--- src/rtl/itcm_arbiter.sv ---
`default_nettype none
// ============================================================================
// Module   : itcm_arbiter
// Brief    : Two-port (fetch I / load D) read arbiter for the 1-cycle ITCM.
//            Define ITCM_ARB_RR_EN for round-robin instead of fixed priority.
// Revision : 1.0
// ============================================================================
module itcm_arbiter #(
    parameter int STARVE_MAX = 3,
    parameter int AW         = 32
) (
    input  logic          clk,
    input  logic          rst,
    input  logic          i_req,
    input  logic [AW-1:0] i_addr,
    output logic          i_gnt,
    output logic          i_rvalid,
    output logic [31:0]   i_rdata,
    output logic          i_err,
    input  logic          d_req,
    input  logic [AW-1:0] d_addr,
    output logic          d_gnt,
    output logic          d_rvalid,
    output logic [31:0]   d_rdata,
    output logic          d_err,
    output logic [AW-1:0] mem_addr,
    input  logic [31:0]   mem_rdata,
    input  logic          mem_ack
);

    localparam logic [1:0] c_IDLE  = 2'd0;
    localparam logic [1:0] c_WAIT  = 2'd1;
    localparam logic [1:0] c_RESP  = 2'd2;
    localparam logic       c_OWN_I = 1'b0;
    localparam logic       c_OWN_D = 1'b1;

    logic [1:0]    r_state;
    logic [1:0]    w_state_nxt;
    logic          r_owner;
    logic [AW-1:0] r_mem_addr;
    logic          r_err_q;
    logic          w_accept;
    logic          w_pick_d;
    logic          w_gnt_i;
    logic          w_gnt_d;
    logic [AW-1:0] w_win_addr;

    assign w_accept = (r_state == c_IDLE) || (r_state == c_RESP);

`ifdef ITCM_ARB_RR_EN
    // Last winner starts as D so that I takes the first contention.
    logic r_last;

    assign w_pick_d = d_req && (!i_req || (r_last == c_OWN_I));

    always_ff @(posedge clk or posedge rst) begin
        if (rst) begin
            r_last <= c_OWN_D;
        end else if (w_gnt_d) begin
            r_last <= c_OWN_D;
        end else if (w_gnt_i) begin
            r_last <= c_OWN_I;
        end
    end
`else
    localparam int              c_SW         = (STARVE_MAX > 0) ? $clog2(STARVE_MAX + 1) : 1;
    localparam logic [c_SW-1:0] c_STARVE_MAX = c_SW'(STARVE_MAX);

    logic [c_SW-1:0] r_starve;

    // D has priority until I has lost STARVE_MAX arbitrations in a row.
    assign w_pick_d = d_req && (!i_req || (r_starve != c_STARVE_MAX));

    always_ff @(posedge clk or posedge rst) begin
        if (rst) begin
            r_starve <= '0;
        end else if (w_gnt_d) begin
            if (!i_req) begin
                r_starve <= '0;
            end else if (r_starve != c_STARVE_MAX) begin
                r_starve <= r_starve + 1'b1;
            end
        end else if (w_gnt_i) begin
            r_starve <= '0;
        end
    end
`endif

    assign w_gnt_d    = w_accept && w_pick_d;
    assign w_gnt_i    = w_accept && i_req && !w_pick_d;
    assign w_win_addr = w_gnt_d ? d_addr : i_addr;

    always_comb begin
        w_state_nxt = r_state;
        case (r_state)
            c_IDLE:  if (w_gnt_i || w_gnt_d) w_state_nxt = c_WAIT;
            c_WAIT:  if (mem_ack) w_state_nxt = c_RESP;
            c_RESP:  w_state_nxt = (w_gnt_i || w_gnt_d) ? c_WAIT : c_IDLE;
            default: w_state_nxt = c_IDLE;
        endcase
    end

    always_ff @(posedge clk or posedge rst) begin
        if (rst) begin
            r_state    <= c_IDLE;
            r_owner    <= c_OWN_I;
            r_mem_addr <= '0;
            r_err_q    <= 1'b0;
        end else begin
            r_state <= w_state_nxt;
            if (w_gnt_i || w_gnt_d) begin
                r_mem_addr <= w_win_addr;
                r_owner    <= w_gnt_d ? c_OWN_D : c_OWN_I;
                r_err_q    <= |w_win_addr[1:0];
            end
        end
    end

    assign i_gnt    = w_gnt_i;
    assign d_gnt    = w_gnt_d;
    assign i_rvalid = (r_state == c_RESP) && (r_owner == c_OWN_I);
    assign d_rvalid = (r_state == c_RESP) && (r_owner == c_OWN_D);
    assign i_err    = i_rvalid && r_err_q;
    assign d_err    = d_rvalid && r_err_q;
    assign i_rdata  = mem_rdata;
    assign d_rdata  = mem_rdata;
    assign mem_addr = r_mem_addr;

endmodule
`default_nettype wire

--- config.mk ---
export PLATFORM = sky130hd
export DESIGN_NAME = itcm_arbiter
export DESIGN_NICKNAME = d
export VERILOG_FILES = /design/src/rtl/itcm_arbiter.sv
export SDC_FILE = /design/constraint.sdc
export NUM_CORES = 1
export LEC_CHECK = 0
export BUFFER_PORTS_ARGS = -buffer_cell sky130_fd_sc_hd__buf_2
export CELL_PAD_IN_SITES_DETAIL_PLACEMENT = 0
export CELL_PAD_IN_SITES_GLOBAL_PLACEMENT = 1
export CORE_MARGIN = 2
export CORE_UTILIZATION = 27
export DETAILED_ROUTE_END_ITERATION = 8
export PLACE_DENSITY = 0.95
export SETUP_SLACK_MARGIN = 0.02
export SLEW_MARGIN = 20
export SYNTH_ARGS = -nofsm -noshare
export SYNTH_HDL_FRONTEND = slang
export SYNTH_SLANG_ARGS = --single-unit
--- constraint.sdc ---
create_clock -name clk -period 4.6 [get_ports clk]
set_clock_uncertainty 0.2 [all_clocks]
set_input_delay 0 -clock clk [delete_from_list [all_inputs] [get_ports clk]]
set_output_delay 0 -clock clk [all_outputs]
set_load 0.005 [all_outputs]
**Yosys cells after proc, flatten, opt, wreduce, memory -nomap -nowiden**

Index checks and enable logic that the tools add are counted.

- Register bits after elaboration: 38
- Latch bits: 0
- Bits in writable memories: 0
- Bits in read-only memories: 0
- Input bits: 101
- Memories kept: 0

- Add/subtract/negate cells: 1
- $mul: 0
- Divide/modulo/power cells: 0
- Magnitude comparators: 0
- Eq/ne operators: 6
- Shift operators: 0
- Multiplexer cells: 10
- Bitwise logic cells: 1
- Reductions and logical operators: 18

Operators by type and width:

| operator | number |
|---|---|
| $mux W32 | 1 |
| $mux W2 | 6 |
| $logic_and A1 B1 Y1 | 8 |
| $pmux W2 S3 | 1 |
| $ne A2 B2 Y1 const B | 2 |
| $reduce_and A2 Y1 | 2 |
| $logic_or A1 B1 Y1 | 3 |
| $ne A3 B2 Y1 const B | 1 |
| $add A2 B1 Y2 const B | 1 |
| $eq A2 B1 Y1 const B | 1 |
| $eq A2 B2 Y1 const B | 1 |
| $logic_not A1 Y1 | 2 |
| $logic_not A2 Y1 | 1 |
| $mux W1 | 2 |
| $ne A2 B1 Y1 const B | 1 |
| $reduce_bool A2 Y1 | 1 |
| $reduce_or A2 Y1 | 1 |
| $not A1 Y1 | 1 |

**Depth between registers and ports, before layout**

- Word-level depth: 8
- Depth in mapped cells: 6
- Mapped depth without buffers: 4

**Worst setup path before layout**

No wires, ideal clock.

- Kind: reg2reg
- Start point: register r_starve[0]
- End point: register r_mem_addr[13] (netlist: mem_addr[13])
- Setup time: 0.126 ns
- Arrival time: 1.364 ns
- Slack: 2.910 ns
- Stages on the path, launching flop included: 6
- Cells stage by stage: dfrtp_1 ha_1 nand2b_1 nor2b_1 buf_2 a221o_1

- Longest elaborated chain between the ends: 6

RTL lines:

| what | line | RTL |
|---|---|---|
| start: declaration | 69 | `logic [c_SW-1:0] r_starve;` |
| start signal: assignment | 81 | `r_starve <= r_starve + 1'b1;` |
| $ne A2 B2 Y1 | 72 | `assign w_pick_d = d_req && (!i_req \|\| (r_starve != c_STARVE_MAX));` |
| $logic_or A1 B1 Y1 | 72 |  |
| $logic_and A1 B1 Y1 | 72 |  |
| $logic_not A1 Y1 | 90 | `assign w_gnt_i = w_accept && i_req && !w_pick_d;` |
| $logic_and A1 B1 Y1 | 90 |  |
| named net i_gnt | 16 | `output logic i_gnt,` |
| $logic_or A1 B1 Y1 | 111 | `if (w_gnt_i \|\| w_gnt_d) begin` |
| end signal: assignment | 112 | `r_mem_addr <= w_win_addr;` |
| end: declaration | 40 | `logic [AW-1:0] r_mem_addr;` |

The timed path passes the listed nets, and every way through them passes these cells.
A chain may end at the register's enable or synchronous reset.

**Final worst setup path**

- Start point: register r_starve[0]
- End point: register r_mem_addr[27] (netlist: mem_addr[27])

- Longest elaborated chain between the ends: 6

RTL lines:

| what | line |
|---|---|
| $ne A2 B2 Y1 * | 72 |
| $logic_or A1 B1 Y1 * | 72 |
| $logic_and A1 B1 Y1 * | 72 |
| $logic_not A1 Y1 | 90 |
| $logic_and A1 B1 Y1 | 90 |
| $logic_or A1 B1 Y1 | 111 |

Every way passes the cells marked *; elsewhere a longest branch is shown, timed or not.

==> results.py <==
metrics = {
    "status": {
        "status": "finished clean",
    },
    "power": {
        "p_switching_uw": 516.5,
        "powerDensity_nw_per_um2": 482.2,
        "p_comb_frac": 0.505,
        "vdd_drop_max_mv": 0.1791,
        "p_leak_nw": 1.678,
        "p_int_mw": 1.125,
        "sequentialPowerShare": 0.356,
        "power_frac_clock": 0.139,
        "switching_share": 0.3147,
    },
    "setup_path": {
        "worstSetupStartpointType": "register",
        "critPathKind": "register to register",
        "ff2ff_setup_slack_ps": 1720,
        "required_ps": 4620,
        "arrival_ps": 2890,
        "path_max_fanout": 18,
        "crit_path_end_kind": "register",
    },
    "final_layout": {
        "diodes": 0,
        "finalNetCount": 448,
        "fill_cells": 704,
        "fin_cells": 447,
        "areaGrowthSynthToFinish_pct": 57.65,
        "drive_gt1_frac": 0.3449,
        "final_design_area_no_fill_um2": 3405,
    },
    "synthesis": {
        "netlist_area_um2": 2160,
        "syn_avg_cell_area_um2": 10.59,
        "yosysMostFrequentCell": "buf_4",
        "async_reset_ff_frac": 1.000,
        "synth.largest_area_cell": "dfrtp_1",
        "syn_inst": 204,
        "yosysSeqAreaShare": 0.4403,
        "yosys-top-cells-count": "buf_4, dfrtp_1, and2_1, a221o_1",
        "yosysUniqueCellTypes": 21,
        "synthTopCellsByArea": "dfrtp_1, buf_4, a221o_1, and2_1, nor2b_1",
        "yosysWarnings": 0,
        "syn-num-nets": 306,
        "synth-edff-count": 0,
        "synth-seq-cells": 38,
        "ys.flop_type": "dfrtp_1",
        "yosysTopAreaCellShare": 0.4403,
    },
    "job": {
        "drv_cap": 0,
    },
    "timing": {
        "period_minus_slack_ps": 2878,
        "fin_tns_setup_ps": 0,
        "fmax_mhz": 347.5,
        "rsz0062_at_grt": "no",
        "setup_violations": 0,
        "relSlewSlack": 0.5436,
        "drv_slew": 0,
        "fin_crit_sh": 0.6257,
        "finalHoldViolations": 0,
        "worst_pin_slew_ps": 681.6,
        "setup_ws_ps": 1722,
    },
    "route": {
        "wl_per_cell_um": 14.22,
        "routed_wl_mm": 6.358,
        "ant_nets": 0,
        "drt_iter0_drc": 53,
        "viasPerCell": 4.548,
        "drt-pass1-iter-count": 4,
        "drc": 0,
        "num_vias": 2033,
    },
    "global_routing": {
        "grt-ovfl-total": 0,
        "grt_pass1_wl_mm": 9.597,
        "grt_pass1_vias": 2100,
        "antenna_found_initial": 0,
        "grt_max_degree": 39,
        "grt_usage": 0.1392,
    },
    "die": {
        "die_y_um": 93.44,
        "fp.dieW_um": 93.44,
        "die_area_um2": 8730,
        "io_pins": 203,
        "initial_utilization": 0.2795,
        "rows": 32,
        "core_um2": 7727,
    },
    "clock_tree": {
        "cts-root-buf": "clkbuf_8",
        "numClockSinks": 38,
        "clock_latency_ps": 280,
        "cts_tree": "yes",
        "cts_resized": 0,
        "h-tree-depth": 2,
        "cts_hold_repair.buffers": 99,
        "cts_buffers": 5,
        "clk_pin_slew_ps": 70,
        "cts_buffer_depth": 2,
        "post_cts_buffers": 0,
    },
    "placed_design": {
        "hpwl_mm": 3.762,
        "place_area_um2": 2331,
        "dp_worst_setup_slack_ps": 2332,
        "globalplace.congestion": 0.7462,
        "portBuffers": 106,
        "dp_cells": 342,
    },
    "worst_hold_path": {
        "hold_class": "input port to asynchronous set/reset pin",
    },
}
-- sequential cells by signal, summed over array words and instances, names as in the netlist --
signal and cells:
mem_addr 32, r_state 2, r_owner 1, r_err_q 1, r_starve 2
-- routing by layer --
metal,vias to the layer above,global-route usage,routed length [um]
met3,9,0.02498,465
li1,932,-,-
met2,123,0.2746,3428
met5,-,0,0
met4,0,0.04412,102
met1,969,0.1467,2361
-- cell families (layout without fill, tap and decap cells) --
group	count (synthesis)	after routing	synth area share
buffers and inverters	76	217	0.2468
AND/OR/NAND/NOR	49	49	0.1338
AO/OA/AOI/OAI	40	40	0.1732
adder cells (fa/ha/maj)	1	1	0.005793
flip-flops	38	38	0.4403
-- metrics by stage --
| step | hold WS (ps) | total power [mW] | util |
|---|---|---|---|
| CTS | 171.7 | 1.638 | 0.4406 |
| finish | 152.8 | 1.641 | 0.4406 |
| detailed placement | -199.9 | 1.153 | 0.3017 |
| global placement | -199.9 | 1.137 | 0.3017 |
| global route | 217.4 | 1.767 | 0.4406 |
| floorplan | -119.2 | 0.9380 | - |
-- critical path: stages (launching register included) --
cell           delay [ps]
dfrtp_1               410
ha_1                  220
a21boi_1              240
nor2b_2               630
buf_4                 360
a221o_1               190
dlygate4sd3_1         570
-- worst paths after layout --
path / cells after the start / endpoint / from
worst min register to register: 2 / mem_addr[1]$_DFFE_PP0P_ / mem_addr[1]$_DFFE_PP0P_
worst min-delay path: 4 / mem_addr[26]$_DFFE_PP0P_ / rst
max in group asynchronous: 4 / mem_addr[4]$_DFFE_PP0P_ / rst
worst max-delay path: 6 / mem_addr[27]$_DFFE_PP0P_ / r_starve[0]$_DFFE_PP0P_
min in group clk: 3 / r_state[0]$_DFFE_PP0P_ / mem_ack
worst max register to register: 6 / mem_addr[27]$_DFFE_PP0P_ / r_starve[0]$_DFFE_PP0P_
-- power groups by stage --
stage                     sequential, mW  combinational [mW]  clock [mW]
after global routing               0.603               0.914       0.250
after detailed placement           0.581               0.572           0
after CTS                          0.580               0.818       0.240
after floorplan                    0.584               0.354           0
after global placement             0.582               0.555           0
final                              0.585               0.828       0.228
-- placed cells by master (no fill, tap or decap), types with 3 or more instances in the layout --
master / instances
dlygate4sd3_1: 99
and2_1: 32
nand2b_1: 3
nor2b_1: 4
nand2_1: 5
buf_4: 4
dfrtp_1: 38
buf_2: 106
clkbuf_8: 6
a221o_1: 30
-- cell type report --
cell class | instances | area (um2) | share of cell area
inverters | 2 | 7.507 | 0.002205
well taps | 102 | 127.6 | 0.03749
clock buffers | 6 | 82.58 | 0.02426
repair buffers | 209 | 1551 | 0.4557
multi-input cells | 90 | 684.4 | 0.2010
flip-flops and latches | 38 | 950.9 | 0.2793
No activity file was read; power rests on OpenSTA's default activity.
